**config.mk**
```make
export PLATFORM = sky130hd
export DESIGN_NAME = rng_gap_scheduler_flat
export DESIGN_NICKNAME = d
export VERILOG_FILES = /design/src/rtl/rng_gap_scheduler_if.sv /design/src/rtl/rng_gap_scheduler.sv /design/src/flat_wrapper.sv
export SDC_FILE = /design/constraint.sdc
export NUM_CORES = 1
export LEC_CHECK = 0
export ABC_CLOCK_PERIOD_IN_PS = 2600
export CAP_MARGIN = 10
export CORE_MARGIN = 2
export CORE_UTILIZATION = 45
export CTS_BUF_LIST = sky130_fd_sc_hd__clkbuf_8
export DETAILED_ROUTE_END_ITERATION = 10
export DONT_BUFFER_PORTS = 1
export SETUP_SLACK_MARGIN = 0.15
export SYNTH_ARGS = -nofsm -noshare
export SYNTH_HDL_FRONTEND = slang
export SYNTH_SLANG_ARGS = --single-unit
```
**constraint.sdc**
```tcl
create_clock -name clk -period 2.6 [get_ports clk]
set_clock_uncertainty 0.05 [all_clocks]
set_input_delay 0.26 -clock clk [delete_from_list [all_inputs] [get_ports clk]]
set_output_delay 0.26 -clock clk [all_outputs]
set_load 0.05 [all_outputs]
```
**src/rtl/rng_gap_scheduler_if.sv**
```systemverilog
// Requester handshake, gap result and LFSR control bundle for rng_gap_scheduler.
// slave = scheduler side, master = requesters plus LFSR datapath.
interface rng_gap_scheduler_if #(
    parameter int NUM_REQ = 4
);
    logic [NUM_REQ-1:0] req;
    logic [NUM_REQ-1:0] ack;
    logic [7:0]         gap_out;
    logic               gap_valid;
    logic               seed_load;
    logic [20:0]        seed_value;
    logic               rng_step;
    logic               rng_load;
    logic [20:0]        rng_seed;
    logic [7:0]         rng_value;
    logic               busy;

    modport master (
        output req, seed_load, seed_value, rng_value,
        input  ack, gap_out, gap_valid, rng_step, rng_load, rng_seed, busy
    );

    modport slave (
        input  req, seed_load, seed_value, rng_value,
        output ack, gap_out, gap_valid, rng_step, rng_load, rng_seed, busy
    );
endinterface

```
**src/rtl/rng_gap_scheduler.sv**
```systemverilog
// Round-robin sharing of one LFSR among NUM_REQ pipe spawners; rejection-samples a gap in [GAP_MIN, GAP_MAX].
// Grant 4 cycles after req with no rejection (RNG_LAT=2), +1+RNG_LAT per rejection; req is held until ack.
module rng_gap_scheduler #(
    parameter int          NUM_REQ   = 4,
    parameter logic [7:0]  GAP_MIN   = 8'd40,
    parameter logic [7:0]  GAP_MAX   = 8'd200,
    parameter int          MAX_RETRY = 7,
    parameter int          RNG_LAT   = 2,
    parameter logic [20:0] SEED_RST  = 21'h1FFFFF
) (
    input  logic            clk,
    input  logic            rst_n,
    rng_gap_scheduler_if.slave bus
);
    localparam int WCW = (RNG_LAT > 2) ? $clog2(RNG_LAT) : 1;
    localparam int IW  = $clog2(NUM_REQ);
    localparam logic [WCW-1:0] WAIT_LAST  = WCW'((RNG_LAT >= 2) ? (RNG_LAT - 2) : 0);
    localparam logic [7:0]     SPAN       = GAP_MAX - GAP_MIN;
    localparam logic [3:0]     RETRY_LAST = 4'(MAX_RETRY - 1);
    localparam logic [IW-1:0]  LAST_RST   = IW'(NUM_REQ - 1);

    typedef enum logic [2:0] {
        S_IDLE, S_LOAD, S_STEP, S_WAIT, S_CHECK, S_GRANT
    } state_t;

    state_t             state_q, state_d;
    logic [IW-1:0]      last_grant_q, last_grant_d;
    logic [IW-1:0]      idx_q, idx_d;
    logic [3:0]         retry_cnt_q, retry_cnt_d;
    logic [WCW-1:0]     wait_cnt_q, wait_cnt_d;
    logic               load_pending_q, load_pending_d;
    logic [20:0]        rng_seed_q, rng_seed_d;
    logic [7:0]         gap_out_q, gap_out_d;

    logic               pick_vld;
    logic [IW-1:0]      pick_idx;
    logic [NUM_REQ-1:0] ack_v;
    logic               gap_vld_v;
    logic               rng_step_v;
    logic               rng_load_v;

    // Search starts one past the previous winner and wraps.
    always_comb begin
        int            c;
        logic [IW-1:0] cand;
        c        = 0;
        cand     = '0;
        pick_vld = 1'b0;
        pick_idx = '0;
        for (int i = 1; i <= NUM_REQ; i++) begin
            c = int'(last_grant_q) + i;
            if (c >= NUM_REQ) c = c - NUM_REQ;
            cand = IW'(c);
            if (!pick_vld && bus.req[cand]) begin
                pick_vld = 1'b1;
                pick_idx = cand;
            end
        end
    end

    always_comb begin
        state_d        = state_q;
        last_grant_d   = last_grant_q;
        idx_d          = idx_q;
        retry_cnt_d    = retry_cnt_q;
        wait_cnt_d     = wait_cnt_q;
        load_pending_d = load_pending_q;
        rng_seed_d     = rng_seed_q;
        gap_out_d      = gap_out_q;
        ack_v          = '0;
        gap_vld_v      = 1'b0;
        rng_step_v     = 1'b0;
        rng_load_v     = 1'b0;

        case (state_q)
            S_IDLE: begin
                if (load_pending_q) begin
                    state_d = S_LOAD;
                end else if (pick_vld) begin
                    idx_d       = pick_idx;
                    retry_cnt_d = '0;
                    state_d     = S_STEP;
                end
            end
            S_LOAD: begin
                rng_load_v     = 1'b1;
                load_pending_d = 1'b0;
                state_d        = S_IDLE;
            end
            S_STEP: begin
                rng_step_v = 1'b1;
                wait_cnt_d = '0;
                state_d    = (RNG_LAT > 1) ? S_WAIT : S_CHECK;
            end
            S_WAIT: begin
                if (wait_cnt_q == WAIT_LAST) state_d = S_CHECK;
                else                         wait_cnt_d = wait_cnt_q + WCW'(1);
            end
            S_CHECK: begin
                // GAP_MIN + r <= GAP_MAX whenever r <= SPAN, so the sum cannot wrap.
                if (bus.rng_value <= SPAN) begin
                    gap_out_d = GAP_MIN + bus.rng_value;
                    state_d   = S_GRANT;
                end else if (retry_cnt_q == RETRY_LAST) begin
                    gap_out_d = GAP_MAX;
                    state_d   = S_GRANT;
                end else begin
                    retry_cnt_d = retry_cnt_q + 4'd1;
                    state_d     = S_STEP;
                end
            end
            S_GRANT: begin
                ack_v[idx_q] = 1'b1;
                gap_vld_v    = 1'b1;
                last_grant_d = idx_q;
                state_d      = S_IDLE;
            end
            default: state_d = S_IDLE;
        endcase

        // A seed captured in the LOAD cycle itself stays pending for another load.
        if (bus.seed_load) begin
            load_pending_d = 1'b1;
            rng_seed_d     = bus.seed_value;
        end
    end

    always_ff @(posedge clk) begin
        if (!rst_n) begin
            state_q        <= S_IDLE;
            last_grant_q   <= LAST_RST;
            idx_q          <= '0;
            retry_cnt_q    <= '0;
            wait_cnt_q     <= '0;
            load_pending_q <= 1'b0;
            rng_seed_q     <= SEED_RST;
            gap_out_q      <= GAP_MIN;
        end else begin
            state_q        <= state_d;
            last_grant_q   <= last_grant_d;
            idx_q          <= idx_d;
            retry_cnt_q    <= retry_cnt_d;
            wait_cnt_q     <= wait_cnt_d;
            load_pending_q <= load_pending_d;
            rng_seed_q     <= rng_seed_d;
            gap_out_q      <= gap_out_d;
        end
    end

    assign bus.ack       = ack_v;
    assign bus.gap_valid = gap_vld_v;
    assign bus.gap_out   = gap_out_q;
    assign bus.rng_step  = rng_step_v;
    assign bus.rng_load  = rng_load_v;
    assign bus.rng_seed  = rng_seed_q;
    assign bus.busy      = (state_q != S_IDLE);
endmodule

```
**src/flat_wrapper.sv**
```systemverilog
// flat-port wrapper written by rule: the top's interface ports become plain ports
module rng_gap_scheduler_flat 
#(
    parameter int          NUM_REQ   = 4,
    parameter logic [7:0]  GAP_MIN   = 8'd40,
    parameter logic [7:0]  GAP_MAX   = 8'd200,
    parameter int          MAX_RETRY = 7,
    parameter int          RNG_LAT   = 2,
    parameter logic [20:0] SEED_RST  = 21'h1FFFFF
)
  (clk, rst_n, bus_req, bus_seed_load, bus_seed_value, bus_rng_value, bus_ack, bus_gap_out, bus_gap_valid, bus_rng_step, bus_rng_load, bus_rng_seed, bus_busy);
  rng_gap_scheduler_if #(.NUM_REQ(NUM_REQ)) bus_i ();
  input  logic clk;
  input  logic rst_n;
  input wire logic [$bits(bus_i.req)-1:0] bus_req;
  input wire logic [$bits(bus_i.seed_load)-1:0] bus_seed_load;
  input wire logic [$bits(bus_i.seed_value)-1:0] bus_seed_value;
  input wire logic [$bits(bus_i.rng_value)-1:0] bus_rng_value;
  output wire logic [$bits(bus_i.ack)-1:0] bus_ack;
  output wire logic [$bits(bus_i.gap_out)-1:0] bus_gap_out;
  output wire logic [$bits(bus_i.gap_valid)-1:0] bus_gap_valid;
  output wire logic [$bits(bus_i.rng_step)-1:0] bus_rng_step;
  output wire logic [$bits(bus_i.rng_load)-1:0] bus_rng_load;
  output wire logic [$bits(bus_i.rng_seed)-1:0] bus_rng_seed;
  output wire logic [$bits(bus_i.busy)-1:0] bus_busy;
  assign bus_i.req = bus_req;
  assign bus_i.seed_load = bus_seed_load;
  assign bus_i.seed_value = bus_seed_value;
  assign bus_i.rng_value = bus_rng_value;
  assign bus_ack = bus_i.ack;
  assign bus_gap_out = bus_i.gap_out;
  assign bus_gap_valid = bus_i.gap_valid;
  assign bus_rng_step = bus_i.rng_step;
  assign bus_rng_load = bus_i.rng_load;
  assign bus_rng_seed = bus_i.rng_seed;
  assign bus_busy = bus_i.busy;
  rng_gap_scheduler #(.NUM_REQ(NUM_REQ), .GAP_MIN(GAP_MIN), .GAP_MAX(GAP_MAX), .MAX_RETRY(MAX_RETRY), .RNG_LAT(RNG_LAT), .SEED_RST(SEED_RST)) u_core (.clk(clk), .rst_n(rst_n), .bus(bus_i));
endmodule
```
-- Yosys cells after proc, flatten, opt, wreduce, memory -nomap -nowiden
Cells that the tools add are included.
- $add $sub $neg: 11
- magnitude comparators: 11
- equal/unequal tests: 12
- muxes and demuxes: 43
- bitwise logic cells: 1
- reduce and logical (&&, ||, !) cells: 17
- operators by type and width (operator ; number):
    2-to-1 mux 4 bit ; 5
    2-to-1 mux 2 bit ; 8
    2-to-1 mux 8 bit ; 2
    less-than comparator 2 x 3 -> 1 bit (second input constant) ; 5
    2-to-1 mux 1 bit ; 15
    2-to-1 mux 3 bit ; 5
    one-hot mux 3 bit (4 select lines) ; 1
    greater-or-equal comparator 3 bit (second input constant) ; 3
    adder 6 x 8 -> 8 bit (first input constant) ; 1
    binary-select mux 1 bit (select 2 bit) ; 4
    less-or-equal comparator 8 bit (second input constant) ; 1
    inequality test 2 bit (second input constant) ; 4
    one-hot mux 4 bit (2 select lines) ; 1
    nonzero test 2 bit ; 4
    subtractor 2 x 1 -> 2 bit (second input constant) ; 4
    adder 2 x 2 -> 3 bit (second input constant) ; 2
    equality test 3 x 2 -> 1 bit (second input constant) ; 2
    equality test 3 bit (second input constant) ; 2
    AND reduction 5 bit ; 1
    adder 2 x 3 -> 4 bit (second input constant) ; 1
    adder 4 x 1 -> 4 bit (second input constant) ; 1
    equality test 4 x 3 -> 1 bit (second input constant) ; 1
    greater-or-equal comparator 4 x 3 -> 1 bit (second input constant) ; 1
    logical AND 1 bit ; 4
    14 further kinds ; 17
- register bits: 42
- input port bits: 36
- output and inout port bits: 37
- logic and storage cells: 103

-- Longest topological paths before layout
Gate-level depths: netlist of the first run.
- depth in word-level cells: 18
- mapped depth: 6
- mapped depth without buffers: 5

-- Worst setup path after synthesis of the first run
OpenSTA, ideal clock, no wires.
- path kind: reg2out
- start point: register u_core.state_q[2]
- end point: output bus_ack[2]
- data arrival time: 1.892 ns
- required time: 2.290 ns
- path slack: 0.398 ns
- stages on the path, launching flop included: 4
- path buffers: 1
- cells stage by stage: dfxtp_1 -> clkbuf_1 -> nand3b_1 -> nor3b_1
- word-level cells in the longest chain between the ends: 2
- ends and longest elaborated chain (element ; line ; source):
    start, declared ; rng_gap_scheduler.sv:26 ; state_t state_q, state_d;
    start signal, assigned ; rng_gap_scheduler.sv:139 ; state_q <= state_d;
    equality test 3 bit ; rng_gap_scheduler.sv:75 ; case (state_q)
    2-to-1 mux 4 bit ; rng_gap_scheduler.sv:75 ;
    end, declared ; flat_wrapper.sv:19 ; output wire logic [$bits(bus_i.ack)-1:0] bus_ack;
No other way between the ends.

-- Final worst setup path of the first run
- start point: register u_core.state_q[2]
- end point: output bus_ack[3]
The elaborated chain is that of the path after synthesis.

==> flow_metrics.tcl, run 1 <==
set metrics [dict create \
    drt-total-wl_mm 3.747 \
    cts_hold_buffers 2 \
    dp_cells 246 \
    diodes 0 \
    outcome "finished clean" \
    fin_hold_ws_ns 0.03639 \
    grt_pass1_wl_mm 5.989 \
    hpwl_mm 2.766 \
    synthCells 203 \
    synth_mux_area_frac 0.1209 \
    synth_top_area_cell "dfxtp_1" \
    slew_headroom 0.4943 \
    power_frac_comb 0.193 \
    synth_most_common_cell "dfxtp_1" \
    yosys.area_share.simple 0.1978 \
    seqPwrFrac 0.539 \
    cts_buffer_depth 2 \
    drt_first_pass_iters 4 \
    critPathKind "flop to output port" \
    synth_fa_ha_area_frac 0.02060 \
    p_per_area_nw_per_um2 788.4 \
    synthTopCellsByArea "dfxtp_1 (45%), mux2i_1 (12%), nand2_1 (7.4%), a21oi_1 (3.3%), a32o_1 (2.2%)" \
    synth_seq_cells 41 \
    wl_per_cell_um 14.69 \
    port_buffers 0 \
    leakage_nw 0.8316 \
    intPower_w 0.0009971 \
    ctsResizeCount 0 \
    cts.clk_slew.worst_paths_ns 0.08 \
    rsz0062_at_grt "no" \
    worst_pin_slew_ns 0.7561 \
    p_sw_frac 0.3638 \
    finalCriticalPeriod_ns 2.123 \
    async_flop_share 0 \
    synth-xor-area-share 0.004808 \
    syn2layout_area_growth_pct 9.135 \
    drc 0 \
    post_cts_buffers 0 \
    nNetsFinal 244 \
    setup_viol 0 \
    drtIter0Drc 70 \
    synth_commonest_cells "dfxtp_1 (41), nand2_1 (36), mux2i_1 (22), a21oi_1 (12)" \
    cts_sinks 41 \
    synth_nets 242 \
    htreeDepth 2 \
    dieArea_sq_um 4573 \
    max_cap_violations 0 \
    synth_edf_count 0 \
    syn_area_per_cell_sq_um 8.974 \
    cp.required_ns 2.29 \
    boundaryPins 73 \
    dieWidth_um 67.63 \
    grt_start_max_net_pins 24 \
    start_kind "flop" \
    nFillCells 362 \
    ir_drop_mv 0.4701 \
    power.total_w 0.001567 \
    place_congestion 0.8071 \
    pwr-share-clk 0.268 \
    synth_cell_type_count 43 \
    end_kind "output port" \
    grt_pass1_vias 1350 \
    core_sq_um 3943 \
    final-hold-violation-count 0 \
    cp_max_fo 9 \
    fmax_mhz 471.1 \
    grt_overflow_total 0 \
    rows 23 \
    yosysWarningCount 0 \
    switching_power_w 0.0005703 \
    synth_top_family_by_area "simple AND/OR/NAND/NOR gates" \
    setup_tns_ns 0 \
    finalMaxSlewViolations 0 \
    synth_ff_type "dfxtp_1" \
    vias 1412 \
    die_h_um 67.63 \
    drive_gt1_frac 0.09756 \
    netlist_area_sq_um 1822 \
    grt_use_total 0.1739 \
    cts_buffers 5 \
    ys_seq_area_frac 0.4505 \
    hold_class "input port to flop" \
    arrival_ns 1.81 \
    clk_latency_ns 0.29 \
    synth_top_area_frac 0.4505 \
    drtAntennaViolNets 0 \
    fin_cells 255 \
    antenna_found_initial 0 \
    synth_compound_area_frac 0.1552 \
    viasPerCell 5.537 \
    start_util 0.4621 \
    fin_crit_sh 0.8165 \
    root_buffer "clkbuf_8" \
    cts_tree "done" \
]
## placed cells by master (no fill, tap or decap), types with 2 or more instances in the layout
cell	count
a21o_1	2
a21oi_1	12
a32o_1	4
and2_1	2
and3_1	2
buf_4	5
clkbuf_8	6
dfxtp_1	41
dlygate4sd3_1	2
ha_1	3
inv_1	10
mux2i_1	22
nand2_1	36
nand2b_1	2
nand3_1	5
nor2_1	7
nor2b_1	3
nor3_1	4
nor3b_1	2
nor3b_2	2
o21ai_0	8
o22ai_1	2
## per-layer routing
| metal | vias up | share of wire | wire length (um) | track usage |
|---|---|---|---|---|
| met5 | - | 0 | 0 | 0 |
| met4 | 0 | 0.011 | 40 | 0.04592 |
| met3 | 5 | 0.057 | 213 | 0.07000 |
| met2 | 41 | 0.52 | 1960 | 0.2941 |
| met1 | 657 | 0.41 | 1533 | 0.2033 |
| li1 | 709 | - | - | - |
## area by class of cell
type | count | area [sq um] | share of cell area
clock buffers | 6 | 82.58 | 0.04154
clock inverters | 1 | 7.507 | 0.003776
inverters | 10 | 37.54 | 0.01888
multi-input cells | 140 | 919.6 | 0.4626
flip-flops and latches | 41 | 820.8 | 0.4128
well taps | 50 | 62.56 | 0.03147
repair buffers | 7 | 57.56 | 0.02895
## stage by stage
step	setup slack [ns]	area, sq um	utilization
2_1_floorplan	0.3984	1822	-
3_3_place_gp	0.8608	1878	0.4764
3_5_place_dp	0.8007	1878	0.4764
4_1_cts	0.4771	1988	0.5043
5_1_grt	0.3587	1988	0.5043
6_report	0.4772	1988	0.5043
## state kept, by name, indices dropped and copies added, names as in the netlist
name                   count
u_core.bus.gap_out         8
u_core.bus.rng_seed       21
u_core.idx_q               2
u_core.last_grant_q        2
u_core.load_pending_q      1
u_core.retry_cnt_q         4
u_core.state_q             3
## critical path, cell delays in order (launching register included)
cell	delay [ns]
dfxtp_1	0.49
nand3b_1	0.23
inv_1	0.10
buf_4	0.21
and3_1	0.49
## final timing paths
check	cells after the start	from	slack, ns	end
worst min register to register	2	u_core.idx_q[1]	0.50	u_core.idx_q[1]
worst max register to register	4	u_core.state_q[1]	0.88	u_core.retry_cnt_q[1]
worst min-delay path	1	rst_n	0.04	u_core.bus.gap_out[3]
worst max-delay path	4	u_core.state_q[2]	0.48	bus_ack[3]
## power by group through the flow
stage | logic [W] | clock network (W) | registers (W)
floorplan | 0.000305 | 0 | 0.000822
global placement | 0.000291 | 0 | 0.000853
detailed placement | 0.000297 | 0 | 0.000859
CTS | 0.000305 | 0.000422 | 0.000845
global route | 0.000332 | 0.000447 | 0.000857
finish | 0.000303 | 0.000420 | 0.000845
## logic make-up after synthesis
group	Yosys count
AND/OR/NAND/NOR	73
AO/OA/AOI/OAI	41
flip-flops	41
buffers and inverters	22
multiplexers	22
adder cells (fa/ha/maj)	3
XOR/XNOR	1
Note: power is estimated with default switching activity, not from simulation.
==> inputs of run 2 (changes only) <==
--- a/config.mk
+++ b/config.mk
@@ -5,7 +5,7 @@
 export SDC_FILE = /design/constraint.sdc
 export NUM_CORES = 1
 export LEC_CHECK = 0
-export ABC_CLOCK_PERIOD_IN_PS = 2600
+export ABC_CLOCK_PERIOD_IN_PS = 1850
 export CAP_MARGIN = 10
 export CORE_MARGIN = 2
 export CORE_UTILIZATION = 45
==> constraint.sdc (replaced) <==
create_clock -name clk -period 1.85 [get_ports clk]
set_clock_uncertainty 0.05 [all_clocks]
set_input_delay 0.185 -clock clk [delete_from_list [all_inputs] [get_ports clk]]
set_output_delay 0.185 -clock clk [all_outputs]
set_load 0.05 [all_outputs]
==> run 2 against run 1 <==
Net effect: cell area increased by 30%; clock power increased by 78%; core utilization increased by 15 points; critical endpoint is now bus_ack[2].
==> flow_metrics.tcl, run 2 (synthesis gave the netlist of run 1 again) <==
set metrics [dict create \
    outcome "finished clean" \
    rsz0062_at_grt "yes" \
    setup_tns_ns 0 \
    finalCriticalPeriod_ns 1.652 \
    drtAntennaViolNets 0 \
    dp_cells 250 \
    cp.required_ns 1.62 \
    drt_first_pass_iters 4 \
    grt_pass1_wl_mm 8.135 \
    drive_gt1_frac 0.1462 \
    htreeDepth 2 \
    vias 1681 \
    cp_max_fo 4 \
    p_per_area_nw_per_um2 987.7 \
    antenna_found_initial 0 \
    start_kind "flop" \
    cts.clk_slew.worst_paths_ns 0.08 \
    slew_headroom 0.3258 \
    die_h_um 67.63 \
    layout_commonest_cell "dlygate4sd3_1" \
    fmax_mhz 605.4 \
    fin_hold_ws_ns 0.01230 \
    diodes 0 \
    setup_viol 0 \
    hpwl_mm 2.805 \
    boundaryPins 73 \
    max_cap_violations 0 \
    final-hold-violation-count 0 \
    hold_class "input port to flop" \
    viasPerCell 5.423 \
    fin_cells 310 \
    cts_tree "done" \
    fin_crit_sh 0.8929 \
    largest_register_ffs 21 \
    clk_latency_ns 0.29 \
    syn2layout_area_growth_pct 42.24 \
    drc 0 \
    ir_drop_mv 0.6444 \
    nFillCells 297 \
    end_kind "output port" \
    cts_buffers 5 \
    arrival_ns 1.42 \
    cts_buffer_depth 2 \
    root_buffer "clkbuf_8" \
    drtIter0Drc 100 \
    finalMaxSlewViolations 0 \
    drt-total-wl_mm 5.051 \
    mostFrequentLayoutCells "dlygate4sd3_1 (49), nand2_1 (36), dfxtp_1 (36)" \
    port_buffers 0 \
    critPathKind "flop to output port" \
    dp_slack_ns 0.2766 \
    rows 23 \
    dieArea_sq_um 4573 \
    core_sq_um 3943 \
    cts_sinks 41 \
    grt_start_max_net_pins 29 \
    place_congestion 0.7960 \
    dieWidth_um 67.63 \
    leakage_nw 1.094 \
    start_util 0.4621 \
    nNetsFinal 298 \
    wl_per_cell_um 16.29 \
    worst_pin_slew_ns 1.008 \
    grt_use_total 0.2407 \
    grt_overflow_total 0 \
    finalWorstSetupSlack_ns 0.1981 \
    grt_pass1_vias 1720 \
]
[run 2: cell count changes in the layout (fill, tap and decap cells not counted), moves of 2 or more]
cell	previous run	this run
buf_4	5	10
buf_6	0	2
dfxtp_1	41	36
dfxtp_2	0	2
dfxtp_4	0	3
dlygate4sd3_1	2	49
[run 2: per-layer routing]
layer	global-route usage	part of all wire	vias up
li1	-	-	830
met1	0.2794	0.39	782
met2	0.4154	0.53	54
met3	0.05667	0.051	15
met4	0.1122	0.027	0
met5	0	0	-
[run 2: per-stage QoR]
step	area, sq um	utilization	total power [W]
global placement	1929	0.4894	0.001656
global route	2591	0.6573	0.002667
finish	2591	0.6573	0.002559
detailed placement	1929	0.4894	0.001667
CTS	2556	0.6484	0.002539
floorplan	1853	-	0.001596
[run 2: path summary, 6_finish.rpt]
kind	end	slack (ns)	startpoint	cells past startpoint
min reg2reg	u_core.bus.gap_out[6]	0.43	u_core.bus.gap_out[6]	2
max	bus_ack[2]	0.20	u_core.state_q[1]	4
min	u_core.bus.gap_out[2]	0.01	rst_n	1
max reg2reg	u_core.bus.rng_seed[13]	0.23	u_core.bus.rng_seed[13]	3
[run 2: cell type report]
type | instances | area, sq um | area share
multi-input cells | 140 | 944.7 | 0.3646
clock buffers | 6 | 82.58 | 0.03187
clock inverters | 2 | 37.54 | 0.01449
well taps | 50 | 62.56 | 0.02414
inverters | 10 | 41.29 | 0.01593
flip-flops and latches | 41 | 834.6 | 0.3221
repair buffers | 61 | 588.1 | 0.2269
[run 2: report_power, final]
group	leakage (nW)	switching, W	internal [W]
Combinational	0.699	0.000348	0.000277
Sequential	0.338	0.000216	0.000969
Clock	0.0574	0.000310	0.000439
[run 2: repair_timing]
item / CTS / global route
setup buffers: 3 / 0
hold buffers: 47 / 2
endpoints found under the hold margin: 31 / 2
setup endpoints to repair: 5 / 5
pin swaps: 2 / 3
gates resized for setup: 6 / 6
[run 2: critical path, cell delays in order, from the launching register on]
cell and delay, ns:
dfxtp_4 0.35, nand3b_1 0.24, buf_6 0.18, nor3b_4 0.17, buf_6 0.18
